--- src/rtl/dma_wr_beat_gen_if.sv ---
// dma_wr_beat_gen bus bundle: burst request, AXI AW/W/B, data buffer, status.
// master = the beat generator, slave = surrounding DMA / interconnect.
`ifndef DMA_ADDR_WIDTH
`define DMA_ADDR_WIDTH 32
`endif
`ifndef DMA_DATA_WIDTH
`define DMA_DATA_WIDTH 64
`endif

interface dma_wr_beat_gen_if #(
  parameter int MAX_OUTST = 4
);
  localparam int AW = `DMA_ADDR_WIDTH;
  localparam int SW = `DMA_DATA_WIDTH / 8;
  localparam int OW = $clog2(MAX_OUTST) + 1;

  logic                       dma_abort_i;
  logic                       req_valid_i;
  logic                       req_ready_o;
  logic [AW-1:0]              req_addr_i;
  logic [7:0]                 req_alen_i;
  logic [2:0]                 req_size_i;
  logic [SW-1:0]              req_strb_i;
  logic                       req_fixed_i;
  logic                       awvalid_o;
  logic                       awready_i;
  logic [AW-1:0]              awaddr_o;
  logic [7:0]                 awlen_o;
  logic [2:0]                 awsize_o;
  logic [1:0]                 awburst_o;
  logic                       buf_valid_i;
  logic                       buf_ready_o;
  logic [`DMA_DATA_WIDTH-1:0] buf_data_i;
  logic                       wvalid_o;
  logic                       wready_i;
  logic [`DMA_DATA_WIDTH-1:0] wdata_o;
  logic [SW-1:0]              wstrb_o;
  logic                       wlast_o;
  logic                       bvalid_i;
  logic                       bready_o;
  logic [1:0]                 bresp_i;
  logic [OW-1:0]              outst_o;
  logic                       idle_o;
  logic                       err_o;

  modport master (
    input  dma_abort_i,
    input  req_valid_i,
    output req_ready_o,
    input  req_addr_i,
    input  req_alen_i,
    input  req_size_i,
    input  req_strb_i,
    input  req_fixed_i,
    output awvalid_o,
    input  awready_i,
    output awaddr_o,
    output awlen_o,
    output awsize_o,
    output awburst_o,
    input  buf_valid_i,
    output buf_ready_o,
    input  buf_data_i,
    output wvalid_o,
    input  wready_i,
    output wdata_o,
    output wstrb_o,
    output wlast_o,
    input  bvalid_i,
    output bready_o,
    input  bresp_i,
    output outst_o,
    output idle_o,
    output err_o
  );

  modport slave (
    output dma_abort_i,
    output req_valid_i,
    input  req_ready_o,
    output req_addr_i,
    output req_alen_i,
    output req_size_i,
    output req_strb_i,
    output req_fixed_i,
    input  awvalid_o,
    output awready_i,
    input  awaddr_o,
    input  awlen_o,
    input  awsize_o,
    input  awburst_o,
    output buf_valid_i,
    input  buf_ready_o,
    output buf_data_i,
    input  wvalid_o,
    output wready_i,
    input  wdata_o,
    input  wstrb_o,
    input  wlast_o,
    output bvalid_i,
    input  bready_o,
    output bresp_i,
    input  outst_o,
    input  idle_o,
    input  err_o
  );
endinterface

--- src/rtl/dma_wr_beat_gen.sv ---
// Write-side AXI issue stage: AW issue, W beat generation, B retirement.
// Optional sticky BRESP error flag enabled by defining DMA_WR_ERR_EN.
`ifndef DMA_ADDR_WIDTH
`define DMA_ADDR_WIDTH 32
`endif
`ifndef DMA_DATA_WIDTH
`define DMA_DATA_WIDTH 64
`endif

module dma_wr_beat_gen #(
  parameter int MAX_OUTST = 4
) (
  input logic               clk,
  input logic               rst,
  dma_wr_beat_gen_if.master bus
);
  localparam int AW = `DMA_ADDR_WIDTH;
  localparam int SW = `DMA_DATA_WIDTH / 8;
  localparam int PW = $clog2(MAX_OUTST);
  localparam int OW = PW + 1;
  localparam logic [OW-1:0] OUTST_MAX = OW'(MAX_OUTST);

  typedef struct packed {
    logic [7:0]    alen;
    logic [SW-1:0] strb;
  } txn_t;

  txn_t          fifo_mem [MAX_OUTST];
  logic [PW:0]   wr_ptr;
  logic [PW:0]   rd_ptr;
  logic          fifo_empty;
  logic          fifo_full;
  txn_t          head;

  logic          aw_pend;
  logic [AW-1:0] aw_addr;
  logic [7:0]    aw_len;
  logic [2:0]    aw_size;
  logic [1:0]    aw_burst;

  logic [7:0]    beat_cnt;
  logic [OW-1:0] outst;
  logic [OW:0]   inflight;
  logic          room;

  logic          req_acc;
  logic          aw_hs;
  logic          w_hs;
  logic          w_last;
  logic          w_done;
  logic          b_take;
  logic          idle;
  logic          inc;
  logic          dec;

  assign fifo_empty = (wr_ptr == rd_ptr);
  assign fifo_full  = (wr_ptr[PW] != rd_ptr[PW]) &&
                      (wr_ptr[PW-1:0] == rd_ptr[PW-1:0]);
  assign head       = fifo_mem[rd_ptr[PW-1:0]];

  // A latched AW counts against the limit before its handshake.
  assign inflight = {1'b0, outst} + {{OW{1'b0}}, aw_pend};
  assign room     = inflight < {1'b0, OUTST_MAX};

  assign aw_hs   = aw_pend & bus.awready_i;
  assign req_acc = bus.req_valid_i & bus.req_ready_o;

  assign bus.req_ready_o = rst & ~bus.dma_abort_i &
                           (~aw_pend | aw_hs) &
                           ~fifo_full & room;

  assign bus.awvalid_o = aw_pend;
  assign bus.awaddr_o  = aw_addr;
  assign bus.awlen_o   = aw_len;
  assign bus.awsize_o  = aw_size;
  assign bus.awburst_o = aw_burst;

  assign w_last = ~fifo_empty & (beat_cnt == head.alen);
  assign w_hs   = bus.wvalid_o & bus.wready_i;
  assign w_done = w_hs & w_last;

  assign bus.wvalid_o    = ~fifo_empty & bus.buf_valid_i;
  assign bus.buf_ready_o = ~fifo_empty & bus.wready_i;
  assign bus.wdata_o     = bus.buf_data_i;
  assign bus.wstrb_o     = fifo_empty ? '0 : head.strb;
  assign bus.wlast_o     = w_last;

  assign bus.bready_o = 1'b1;
  assign b_take       = bus.bvalid_i & (outst != '0);

  assign inc = aw_hs & ~b_take & (outst != OUTST_MAX);
  assign dec = b_take & ~aw_hs;

  assign idle        = ~aw_pend & fifo_empty & (outst == '0);
  assign bus.idle_o  = idle;
  assign bus.outst_o = outst;

  always_ff @(posedge clk or negedge rst) begin
    if (!rst) begin
      aw_pend  <= 1'b0;
      aw_addr  <= '0;
      aw_len   <= '0;
      aw_size  <= '0;
      aw_burst <= '0;
    end else if (req_acc) begin
      aw_pend  <= 1'b1;
      aw_addr  <= bus.req_addr_i;
      aw_len   <= bus.req_alen_i;
      aw_size  <= bus.req_size_i;
      aw_burst <= bus.req_fixed_i ? 2'b00 : 2'b01;
    end else if (aw_hs) begin
      aw_pend  <= 1'b0;
    end
  end

  always_ff @(posedge clk) begin
    if (req_acc) begin
      fifo_mem[wr_ptr[PW-1:0]] <= '{
        alen: bus.req_alen_i,
        strb: bus.req_strb_i
      };
    end
  end

  always_ff @(posedge clk or negedge rst) begin
    if (!rst) begin
      wr_ptr <= '0;
      rd_ptr <= '0;
    end else begin
      if (req_acc) wr_ptr <= wr_ptr + 1'b1;
      if (w_done)  rd_ptr <= rd_ptr + 1'b1;
    end
  end

  always_ff @(posedge clk or negedge rst) begin
    if (!rst) begin
      beat_cnt <= '0;
    end else if (w_hs) begin
      beat_cnt <= w_last ? 8'd0 : beat_cnt + 8'd1;
    end
  end

  always_ff @(posedge clk or negedge rst) begin
    if (!rst) begin
      outst <= '0;
    end else begin
      unique case (1'b1)
        inc:     outst <= outst + 1'b1;
        dec:     outst <= outst - 1'b1;
        default: outst <= outst;
      endcase
    end
  end

`ifdef DMA_WR_ERR_EN
  logic err_q;

  // Error set wins over a same-cycle restart clear.
  always_ff @(posedge clk or negedge rst) begin
    if (!rst) begin
      err_q <= 1'b0;
    end else if (bus.bvalid_i && bus.bresp_i[1]) begin
      err_q <= 1'b1;
    end else if (req_acc && idle) begin
      err_q <= 1'b0;
    end
  end

  assign bus.err_o = err_q;
`else
  logic unused_bresp;

  assign unused_bresp = ^bus.bresp_i;
  assign bus.err_o    = 1'b0;
`endif

endmodule

--- src/flat_wrapper.sv ---
// flat-port wrapper written by rule: the top's interface ports become plain ports
module dma_wr_beat_gen_flat 
#(
  parameter int MAX_OUTST = 4
)
  (clk, rst, bus_dma_abort_i, bus_req_valid_i, bus_req_ready_o, bus_req_addr_i, bus_req_alen_i, bus_req_size_i, bus_req_strb_i, bus_req_fixed_i, bus_awvalid_o, bus_awready_i, bus_awaddr_o, bus_awlen_o, bus_awsize_o, bus_awburst_o, bus_buf_valid_i, bus_buf_ready_o, bus_buf_data_i, bus_wvalid_o, bus_wready_i, bus_wdata_o, bus_wstrb_o, bus_wlast_o, bus_bvalid_i, bus_bready_o, bus_bresp_i, bus_outst_o, bus_idle_o, bus_err_o);
  dma_wr_beat_gen_if #(.MAX_OUTST(MAX_OUTST)) bus_i ();
  input logic clk;
  input logic rst;
  input wire logic [$bits(bus_i.dma_abort_i)-1:0] bus_dma_abort_i;
  input wire logic [$bits(bus_i.req_valid_i)-1:0] bus_req_valid_i;
  output wire logic [$bits(bus_i.req_ready_o)-1:0] bus_req_ready_o;
  input wire logic [$bits(bus_i.req_addr_i)-1:0] bus_req_addr_i;
  input wire logic [$bits(bus_i.req_alen_i)-1:0] bus_req_alen_i;
  input wire logic [$bits(bus_i.req_size_i)-1:0] bus_req_size_i;
  input wire logic [$bits(bus_i.req_strb_i)-1:0] bus_req_strb_i;
  input wire logic [$bits(bus_i.req_fixed_i)-1:0] bus_req_fixed_i;
  output wire logic [$bits(bus_i.awvalid_o)-1:0] bus_awvalid_o;
  input wire logic [$bits(bus_i.awready_i)-1:0] bus_awready_i;
  output wire logic [$bits(bus_i.awaddr_o)-1:0] bus_awaddr_o;
  output wire logic [$bits(bus_i.awlen_o)-1:0] bus_awlen_o;
  output wire logic [$bits(bus_i.awsize_o)-1:0] bus_awsize_o;
  output wire logic [$bits(bus_i.awburst_o)-1:0] bus_awburst_o;
  input wire logic [$bits(bus_i.buf_valid_i)-1:0] bus_buf_valid_i;
  output wire logic [$bits(bus_i.buf_ready_o)-1:0] bus_buf_ready_o;
  input wire logic [$bits(bus_i.buf_data_i)-1:0] bus_buf_data_i;
  output wire logic [$bits(bus_i.wvalid_o)-1:0] bus_wvalid_o;
  input wire logic [$bits(bus_i.wready_i)-1:0] bus_wready_i;
  output wire logic [$bits(bus_i.wdata_o)-1:0] bus_wdata_o;
  output wire logic [$bits(bus_i.wstrb_o)-1:0] bus_wstrb_o;
  output wire logic [$bits(bus_i.wlast_o)-1:0] bus_wlast_o;
  input wire logic [$bits(bus_i.bvalid_i)-1:0] bus_bvalid_i;
  output wire logic [$bits(bus_i.bready_o)-1:0] bus_bready_o;
  input wire logic [$bits(bus_i.bresp_i)-1:0] bus_bresp_i;
  output wire logic [$bits(bus_i.outst_o)-1:0] bus_outst_o;
  output wire logic [$bits(bus_i.idle_o)-1:0] bus_idle_o;
  output wire logic [$bits(bus_i.err_o)-1:0] bus_err_o;
  assign bus_i.dma_abort_i = bus_dma_abort_i;
  assign bus_i.req_valid_i = bus_req_valid_i;
  assign bus_req_ready_o = bus_i.req_ready_o;
  assign bus_i.req_addr_i = bus_req_addr_i;
  assign bus_i.req_alen_i = bus_req_alen_i;
  assign bus_i.req_size_i = bus_req_size_i;
  assign bus_i.req_strb_i = bus_req_strb_i;
  assign bus_i.req_fixed_i = bus_req_fixed_i;
  assign bus_awvalid_o = bus_i.awvalid_o;
  assign bus_i.awready_i = bus_awready_i;
  assign bus_awaddr_o = bus_i.awaddr_o;
  assign bus_awlen_o = bus_i.awlen_o;
  assign bus_awsize_o = bus_i.awsize_o;
  assign bus_awburst_o = bus_i.awburst_o;
  assign bus_i.buf_valid_i = bus_buf_valid_i;
  assign bus_buf_ready_o = bus_i.buf_ready_o;
  assign bus_i.buf_data_i = bus_buf_data_i;
  assign bus_wvalid_o = bus_i.wvalid_o;
  assign bus_i.wready_i = bus_wready_i;
  assign bus_wdata_o = bus_i.wdata_o;
  assign bus_wstrb_o = bus_i.wstrb_o;
  assign bus_wlast_o = bus_i.wlast_o;
  assign bus_i.bvalid_i = bus_bvalid_i;
  assign bus_bready_o = bus_i.bready_o;
  assign bus_i.bresp_i = bus_bresp_i;
  assign bus_outst_o = bus_i.outst_o;
  assign bus_idle_o = bus_i.idle_o;
  assign bus_err_o = bus_i.err_o;
  dma_wr_beat_gen #(.MAX_OUTST(MAX_OUTST)) u_core (.clk(clk), .rst(rst), .bus(bus_i));
endmodule
--- config.mk ---
export PLATFORM = sky130hd
export DESIGN_NAME = dma_wr_beat_gen_flat
export DESIGN_NICKNAME = d
export VERILOG_FILES = /design/src/rtl/dma_wr_beat_gen_if.sv /design/src/rtl/dma_wr_beat_gen.sv /design/src/flat_wrapper.sv
export SDC_FILE = /design/constraint.sdc
export NUM_CORES = 1
export LEC_CHECK = 0
export CORE_ASPECT_RATIO = 1.75
export CORE_MARGIN = 4
export CORE_UTILIZATION = 45
export CTS_CLUSTER_SIZE = 16
export DETAILED_ROUTE_END_ITERATION = 7
export PLACE_DENSITY = 0.94
export SYNTH_ARGS = -nofsm -noshare
export SYNTH_HDL_FRONTEND = slang
export SYNTH_SLANG_ARGS = --single-unit
--- constraint.sdc ---
create_clock -name clk -period 4.5 [get_ports clk]
set_clock_uncertainty 0.1 [all_clocks]
set_input_delay 0.9 -clock clk [delete_from_list [all_inputs] [get_ports clk]]
set_output_delay 0.9 -clock clk [all_outputs]
set_load 0.02 [all_outputs]
# [Word-level counts from Yosys, hierarchy flattened]
# Memory sizes are Yosys's and may differ from the RTL's.
# Cells that the tools add are included.
[op_classes] reduce_logical=5 magnitude_cmp=1 n_mux=8 bitwise_logic=24 add_sub_neg=6 eq_ne=5
[op_table] cell="AND 1 bit" n=17
[op_table] cell="two-way mux 8 bit" n=2
[op_table] cell="adder 3 x 1 -> 3 bit (second input constant)" n=3
[op_table] cell="adder 8 x 1 -> 8 bit (second input constant)" n=1
[op_table] cell="equality test 8 bit" n=1
[op_table] cell="inverter 1 bit" n=6
[op_table] cell="one-hot mux 3 bit (2 select lines)" n=1
[op_table] cell="two-way mux 1 bit" n=5
[op_table] cell="adder 3 x 1 -> 4 bit" n=1
[op_table] cell="< comparator 4 x 3 -> 1 bit (second input constant)" n=1
[op_table] cell="nonzero test 2 bit" n=2
[op_table] cell="equality test 3 bit" n=1
[op_table] cell="logical NOT 3 bit" n=1
[op_table] cell="!= test 3 bit (second input constant)" n=1
[op_table] cell="nonzero test 3 bit" n=1
[op_table] cell="subtractor 3 x 1 -> 3 bit (second input constant)" n=1
[op_table] cell="equality test 2 bit" n=1
[op_table] cell="logical AND 1 bit" n=1
[op_table] cell="!= test 1 bit" n=1
[op_table] cell="bitwise OR 1 bit" n=1
[totals] word_cells=59 input_bits=126 mem_bits_rw=64 mem_count=1 reg_bits=63 out_inout_bits=128
[mem_list] memory="u_core.fifo_mem" words=4 word_bits=16 read_ports=1 rd_ports_with_merged_regs=0 write_ports=1 line="dma_wr_beat_gen.sv:28" rtl="txn_t fifo_mem [MAX_OUTST];"

# [Depth between registers and ports, before layout]
# Gate-level depths: netlist (run 1).
[logic_depth] ltp_word=8 depth_mapped=9

# [Worst setup path after synthesis (run 1)]
# No wires, ideal clock.
[synth_path] kind="register to output" from="register u_core.rd_ptr[0]" to="output bus_wlast_o" arrival_ns=1.956 t_required_ns=3.500 path_stages_with_launch=9 setup_slack_ns=1.544 path_cell_list="dfrtp_1 > buf_6 > buf_6 > buf_2 > mux2i_1 > xor2_1 > nand3_1 > nor3_4 > or2_2"
[synth_via] elab_chain_cells=3 word_cells_on_any_way=5 classes_between="eq/ne (2); bitwise (2); memory (1)"
[synth_rtl] element="start: declaration" line="dma_wr_beat_gen.sv:30" rtl="logic [PW:0] rd_ptr;"
[synth_rtl] element="start signal: assignment" line="dma_wr_beat_gen.sv:131" rtl="if (w_done) rd_ptr <= rd_ptr + 1'b1;"
[synth_rtl] element="memory read (4 x 16 bit) or equality test 3 bit (tied branches)"
[synth_rtl] element="equality test 8 bit or inverter 1 bit (tied branches)" line="dma_wr_beat_gen.sv:78" rtl="assign w_last = ~fifo_empty & (beat_cnt == head.alen);"
[synth_rtl] element="AND 1 bit *" line="dma_wr_beat_gen.sv:78"
[synth_rtl] element="end: declaration" line="flat_wrapper.sv:31" rtl="output wire logic [$bits(bus_i.wlast_o)-1:0] bus_wlast_o;"
# Every way passes the cells marked *; elsewhere a longest branch is shown, timed or not.

# [Final worst setup path (run 1)]
[layout_path] from="register u_core.rd_ptr[1]" to="output bus_wlast_o"
# The elaborated chain is that of the path after synthesis.

==> summary.md, run 1 <==
| Metric | Value |
|---|---|
| Hold_buf cts | 0 |
| Post-CTS setup buffers | 0 |
| Run status | finished clean |
| Routed Antenna Nets | 0 |
| CP Capture Type | primary output |
| Leak | 2.768 nW |
| Post-synth ARST share | 49.21% |
| Initial antenna violation count | 0 |
| Total track usage | 18.82% |
| Setup WS pre-CTS | 0.5080 ns |
| Remaining DRCs | 0 |
| Initial core utilization | 46.14% |
| Post-layout nets | 598 |
| Final worst slack | 0.2261 ns |
| Clock buffer depth | 2 |
| RR Endpoint | u_core.fifo_mem[3][10] |
| RR Startpoint | u_core.rd_ptr[1] |
| EDFF count, synth | 64 |
| Gr ovfl total | 0 |
| Die Ht | 157.8 um |
| Hold Path Cell Cnt | 2 |
| Reg2reg setup slack | 1.55 ns |
| Post-CTS sizing | 0 |
| Area leader, netlist | edfxtp_1 |
| FMAX | 234.0 MHz |
| Worst Setup EP | bus_wlast_o |
| Area contributors post-synth | edfxtp_1, dfrtp_1, buf_4 |
| R2R depth | 3 |
| Worst-Margin Slew | 0.9441 ns |
| Count of different cell masters after synthesis | 44 |
| Pins Over Slew Limit | 0 |
| Synthesized cell area | 5767 um^2 |
| Maximum VDD drop | 0.4097 mV |
| WP data arrival | 3.27 ns |
| Critical path fanouts, max | 15 |
| Unrepaired setup endpoints after global routing | false |
| P&R area growth vs syn | 25.49% |
| Vias/cell | 5.245 |
| Top-Level Pins | 254 |
| Max cap viols | 0 |
| Critical path type | reg -> out |
| Chip width | 93.58 um |
| Top-area cell type share of the netlist area | 33.33% |
| DRT iter0 DRCs | 159 |
| Setup_tns | 0 ns |
| Tcrit/Tclk final | 94.97% |
| Total CTS buffers | 17 |
| Global-route wire length before repair | 20,440 um |
| Final worst path period need | 4.274 ns |
| Post-DP HPWL | 10,160 um |
| Critical path startpoint | u_core.rd_ptr[1] |
| Register area share after synthesis | 60.23% |
| DP Area | 6663 um^2 |
| Antenna diode count | 0 |
| Worst-skew pair later-pin latency | 0.40 ns |
| Mapped Cells | 398 |
| Sink Count | 126 |
| Worst-path clk slew | 0.06 ns |
| Root Driver | clkbuf_16 |
| Syn. warnings | 0 |
| Vias in the first global route | 3,764 |
| Core outline area | 12,500 um^2 |
| Vias post-DR | 3,388 |
| Final setup vio count | 0 |
| Worst rel slew slack | 37.06% |
| Main synth FF type | edfxtp_1 |
| Hold violation count in the final report | 0 |
| Drt wl/cell | 20.96 um |
| Die area | 14,760 um^2 |
| # rows | 54 |
| Gp weighted congestion | 0.8995 |
| Iteration count of the initial detailed-routing pass | 4 |
| Synthesized flop and latch total | 126 |
| Req. time, crit path | 3.50 ns |
| I/O Buffers | 120 |
| CTS tree | yes |
| Largest net degree at the start of global routing | 39 |
| Startpoint Class | flop |
| Pwr dens | 621.1 nW/um^2 |
| Fin area | 7237 um^2 |
| Worst min path class | reg -> reg |
| WL final | 13,540 um |
| Share of post-route cells with drive strength above 1 | 20.71% |
| Syn Area/Cell | 14.49 um^2 |
| H-tree levels | 4 |
[cell type report]
| cell class | instances | area, um^2 |
|---|---|---|
| repair buffers | 127 | 1249 |
| clock buffers | 17 | 425.4 |
| flip-flops and latches | 126 | 3475 |
| clock inverters | 15 | 147.6 |
| inverters | 5 | 18.77 |
| multi-input cells | 188 | 1712 |
| well taps | 168 | 210.2 |
| fillers | 915 | 5263 |
[routing by layer]
layer	global-route usage, %	up-vias	part of all wire [%]
li1	-	1502	-
met1	16.17	1663	30
met2	34.85	152	56
met3	7.418	71	8.5
met4	12.47	0	5.7
met5	0	-	0
[synth_stat cells (3+ instances only)]
cell type  number
dfrtp_1        62
buf_4          67
ha_1            6
o21ai_0         9
edfxtp_1       64
mux4_2         10
and2_1         10
and3_1          7
o31ai_1         4
clkbuf_1        6
a22o_1          3
nand3_1         8
nor3_1          6
mux2_2         44
inv_1           5
or3_1           4
a211oi_1        3
nand2_1        11
a21oi_1         3
mux2i_1        13
buf_1           3
xnor2_1        12
xor2_1         11
[cell families after synthesis]
family	count (synthesis)	synth area share [%]
flops	126	60.23
buf+inv	85	10.20
mux	68	15.01
simple gates	56	5.620
compound gates	31	3.667
xor+xnor	23	3.493
fa+ha+maj	7	1.649
other cells	2	0.1302
[flip-flops by register name, indices dropped and copies added (netlist names), 3 cells and up]
| signal | flops |
|---|---|
| u_core.fifo_mem | 64 |
| u_core.bus.awaddr_o | 32 |
| u_core.beat_cnt | 8 |
| u_core.bus.awlen_o | 8 |
| u_core.bus.awsize_o | 3 |
| u_core.bus.outst_o | 3 |
| u_core.rd_ptr | 3 |
| u_core.wr_ptr | 3 |
[worst min path at each step]
stage / from / slack [ns] / end
after floorplan: u_core.wr_ptr[2] / 0.36 / u_core.wr_ptr[2]
after global placement: u_core.bus.awburst_o[0] / 0.36 / u_core.bus.awburst_o[0]
after detailed placement: u_core.bus.awburst_o[0] / 0.37 / u_core.bus.awburst_o[0]
after CTS: u_core.bus.awburst_o[0] / 0.38 / u_core.bus.awburst_o[0]
after global routing: u_core.bus.awburst_o[0] / 0.41 / u_core.bus.awburst_o[0]
final: u_core.bus.awburst_o[0] / 0.38 / u_core.bus.awburst_o[0]
[worst max-delay path, cell delays in order, from the launching register on]
cell	delay [ns]
dfrtp_1	0.78
xnor2_1	0.22
nand3b_1	0.14
buf_4	0.20
nand3_1	0.21
nor3_4	0.45
or2_2	0.22
clkdlybuf4s50_1	0.63
[metrics by stage]
step	hold slack [ns]	power, mW	std cells	util, %
5_1_grt	0.4081	4.710	646	57.90
2_1_floorplan	0.3607	2.543	399	-
3_3_place_gp	0.3623	3.131	614	53.30
3_5_place_dp	0.3693	3.217	614	53.30
6_report	0.3764	4.495	646	57.90
4_1_cts	0.3821	4.542	646	57.89
[cell usage in the layout (no fill, tap or decap), types with 10 or more instances in the layout]
cell | synthesis | layout
mux2_2 | 44 | 44
edfxtp_1 | 64 | 64
clkbuf_16 | 0 | 17
clkdlybuf4s50_1 | 0 | 119
mux2i_1 | 13 | 13
xor2_1 | 11 | 11
dfrtp_1 | 62 | 61
xnor2_1 | 12 | 12
and2_1 | 10 | 10
nand2_1 | 11 | 10
mux4_2 | 10 | 10
[where the power goes]
part	internal [mW]	switching [mW]
logic	0.777	0.740
clock network	0.810	0.490
registers	1.48	0.194
total	3.07	1.42
(Power assumes the default switching activity.)
==> run 2: changes to the inputs <==
- CORE_UTILIZATION: 45 -> 46
- PLACE_DENSITY: 0.94 -> 0.95
==> summary.md, run 2 (synthesis gave the netlist of run 1 again) <==
| Metric | Value |
|---|---|
| Unrepaired setup endpoints after global routing | false |
| Root Driver | clkbuf_16 |
| Vias in the first global route | 3,851 (+2.3%) |
| Global-route wire length before repair | 21,200 um (+3.7%) |
| Fin area | 7242 um^2 (about the same) |
| Tcrit/Tclk final | 94.89% (about the same) |
| # rows | 53 (-1.9%) |
| Final setup vio count | 0 (unchanged) |
| Vias post-DR | 3,440 (+1.5%) |
| WL final | 13,610 um (+0.57%) |
| CP Capture Type | primary output |
| Pwr dens | 626.7 nW/um^2 (+0.91%) |
| Maximum VDD drop | 0.4624 mV (+13%) |
| CTS tree | yes |
| Total CTS buffers | 17 (unchanged) |
| Iteration count of the initial detailed-routing pass | 4 (unchanged) |
| WP data arrival | 3.27 ns (about the same) |
| Worst-Margin Slew | 0.9247 ns (-0.01948 ns) |
| Share of post-route cells with drive strength above 1 | 20.71% (unchanged) |
| Post-layout nets | 598 (unchanged) |
| Post-CTS sizing | 0 (unchanged) |
| Worst-path clk slew | 0.06 ns (about the same) |
| Routed Antenna Nets | 0 (unchanged) |
| Antenna diode count | 0 (unchanged) |
| H-tree levels | 4 (unchanged) |
| P&R area growth vs syn | 25.58% (about the same) |
| Reg2reg setup slack | 1.81 ns (+0.26 ns) |
| Total track usage | 19.43% (+0.61 points) |
| Req. time, crit path | 3.50 ns (about the same) |
| Pins Over Slew Limit | 0 (unchanged) |
| Hold_buf cts | 0 (unchanged) |
| Top-Level Pins | 254 (unchanged) |
| Hold violation count in the final report | 0 (unchanged) |
| Gr ovfl total | 0 (unchanged) |
| Worst rel slew slack | 38.36% (+1.3 points) |
| Vias/cell | 5.350 (+2.0%) |
| DP Area | 6659 um^2 (about the same) |
| Sink Count | 126 (unchanged) |
| GR Layer Usage met3 | 6.274% (-1.1 points) |
| I/O Buffers | 120 (unchanged) |
| Drt wl/cell | 21.17 um (+1.0%) |
| Core outline area | 12,140 um^2 (-2.9%) |
| Chip width | 92.64 um (-1.0%) |
| Critical path type | reg -> out |
| Clock buffer depth | 2 (unchanged) |
| Largest net degree at the start of global routing | 63 (+62%) |
| Worst-skew pair later-pin latency | 0.41 ns (about the same) |
| FMAX | 234.2 MHz (about the same) |
| Setup_tns | 0 ns (unchanged) |
| Worst min path class | reg -> reg |
| Met2 Use GR | 34.52% (-0.32 points) |
| Die Ht | 156.1 um (-1.0%) |
| Post-DP HPWL | 9904 um (-2.5%) |
| Most Used Layer, Global Route | met2 |
| Post-CTS setup buffers | 0 (unchanged) |
| Leak | 2.775 nW (+0.27%) |
| Gp weighted congestion | 0.8211 (-8.7%) |
| GR met1 Demand/Resource | 18.25% (+2.1 points) |
| Commonest non-fill, non-tap cell in the layout | clkdlybuf4s50_1 |
| Initial core utilization | 47.52% (+1.4 points) |
| Max cap viols | 0 (unchanged) |
| Remaining DRCs | 0 (unchanged) |
| Startpoint Class | flop |
| Most frequent cells in the layout | clkdlybuf4s50_1, edfxtp_1, dfrtp_1 |
| Max reg flops | 64 (unchanged) |
| Die area | 14,460 um^2 (-2.0%) |
| Run status | finished clean |
| DRT iter0 DRCs | 242 (+52%) |
| Critical path fanouts, max | 15 (unchanged) |
| Initial antenna violation count | 0 (unchanged) |
| Final worst path period need | 4.270 ns (-0.003941 ns) |
==> run 2: worst paths after layout <==
path,startpoint,end,cells after the start
worst max-delay path,u_core.rd_ptr[1],bus_wlast_o,6
worst min register to register,u_core.wr_ptr[2],u_core.wr_ptr[2],1
min in group asynchronous,rst,u_core.bus.awlen_o[3],2
max in group asynchronous,rst,u_core.beat_cnt[1],2
worst min-delay path,u_core.wr_ptr[2],u_core.wr_ptr[2],1
worst max register to register,u_core.rd_ptr[1],u_core.rd_ptr[1],6
==> run 2: per-stage QoR <==
| step | worst slack [ns] | util (%) | hold WS (ns) | cells | power, mW |
|---|---|---|---|---|---|
| detailed placement | 0.6329 | 54.87 | 0.3774 | 611 | 3.219 |
| finish | 0.2301 | 59.68 | 0.3869 | 643 | 4.539 |
| global placement | 0.6545 | 54.87 | 0.3635 | 611 | 3.134 |
| CTS | 0.1957 | 59.68 | 0.3857 | 643 | 4.570 |
| global route | 0.09830 | 59.68 | 0.4223 | 643 | 4.754 |
| floorplan | 1.544 | - | 0.3607 | 399 | 2.543 |
==> run 2: critical path, cell delays in order, from the launching register on <==
cell and delay [ns]:
dfrtp_1 0.77, mux4_2 0.42, xnor2_1 0.16, nand3_1 0.22, nor3_4 0.45, or2_2 0.22
clkdlybuf4s50_1 0.63
==> run 2: power by group <==
group          switching [mW]  total [mW]  internal [mW]  leakage [nW]
combinational           0.750        1.53          0.781          1.17
sequential              0.193        1.68           1.48          1.33
clock                   0.503        1.33          0.830         0.275
==> run 2: final cells by class <==
class | instances | area (um^2)
clock buffers | 19 | 442.9
clock inverters | 13 | 140.1
fillers | 887 | 4893
inverters | 5 | 18.77
multi-input cells | 188 | 1712
flip-flops and latches | 126 | 3473
well taps | 165 | 206.4
repair buffers | 127 | 1249
==> run 2: per-layer routing <==
layer	vias up	share of wire, %
met3	83	8.4
met2	150	53
met4	0	7.1
met5	-	0
met1	1693	31
li1	1514	-
==> run 3: changes to the inputs <==
- CTS_CLUSTER_DIAMETER: not set -> 150
==> results of run 3 <==
The final DEF is identical to that of run 2; final timing and power are the same.
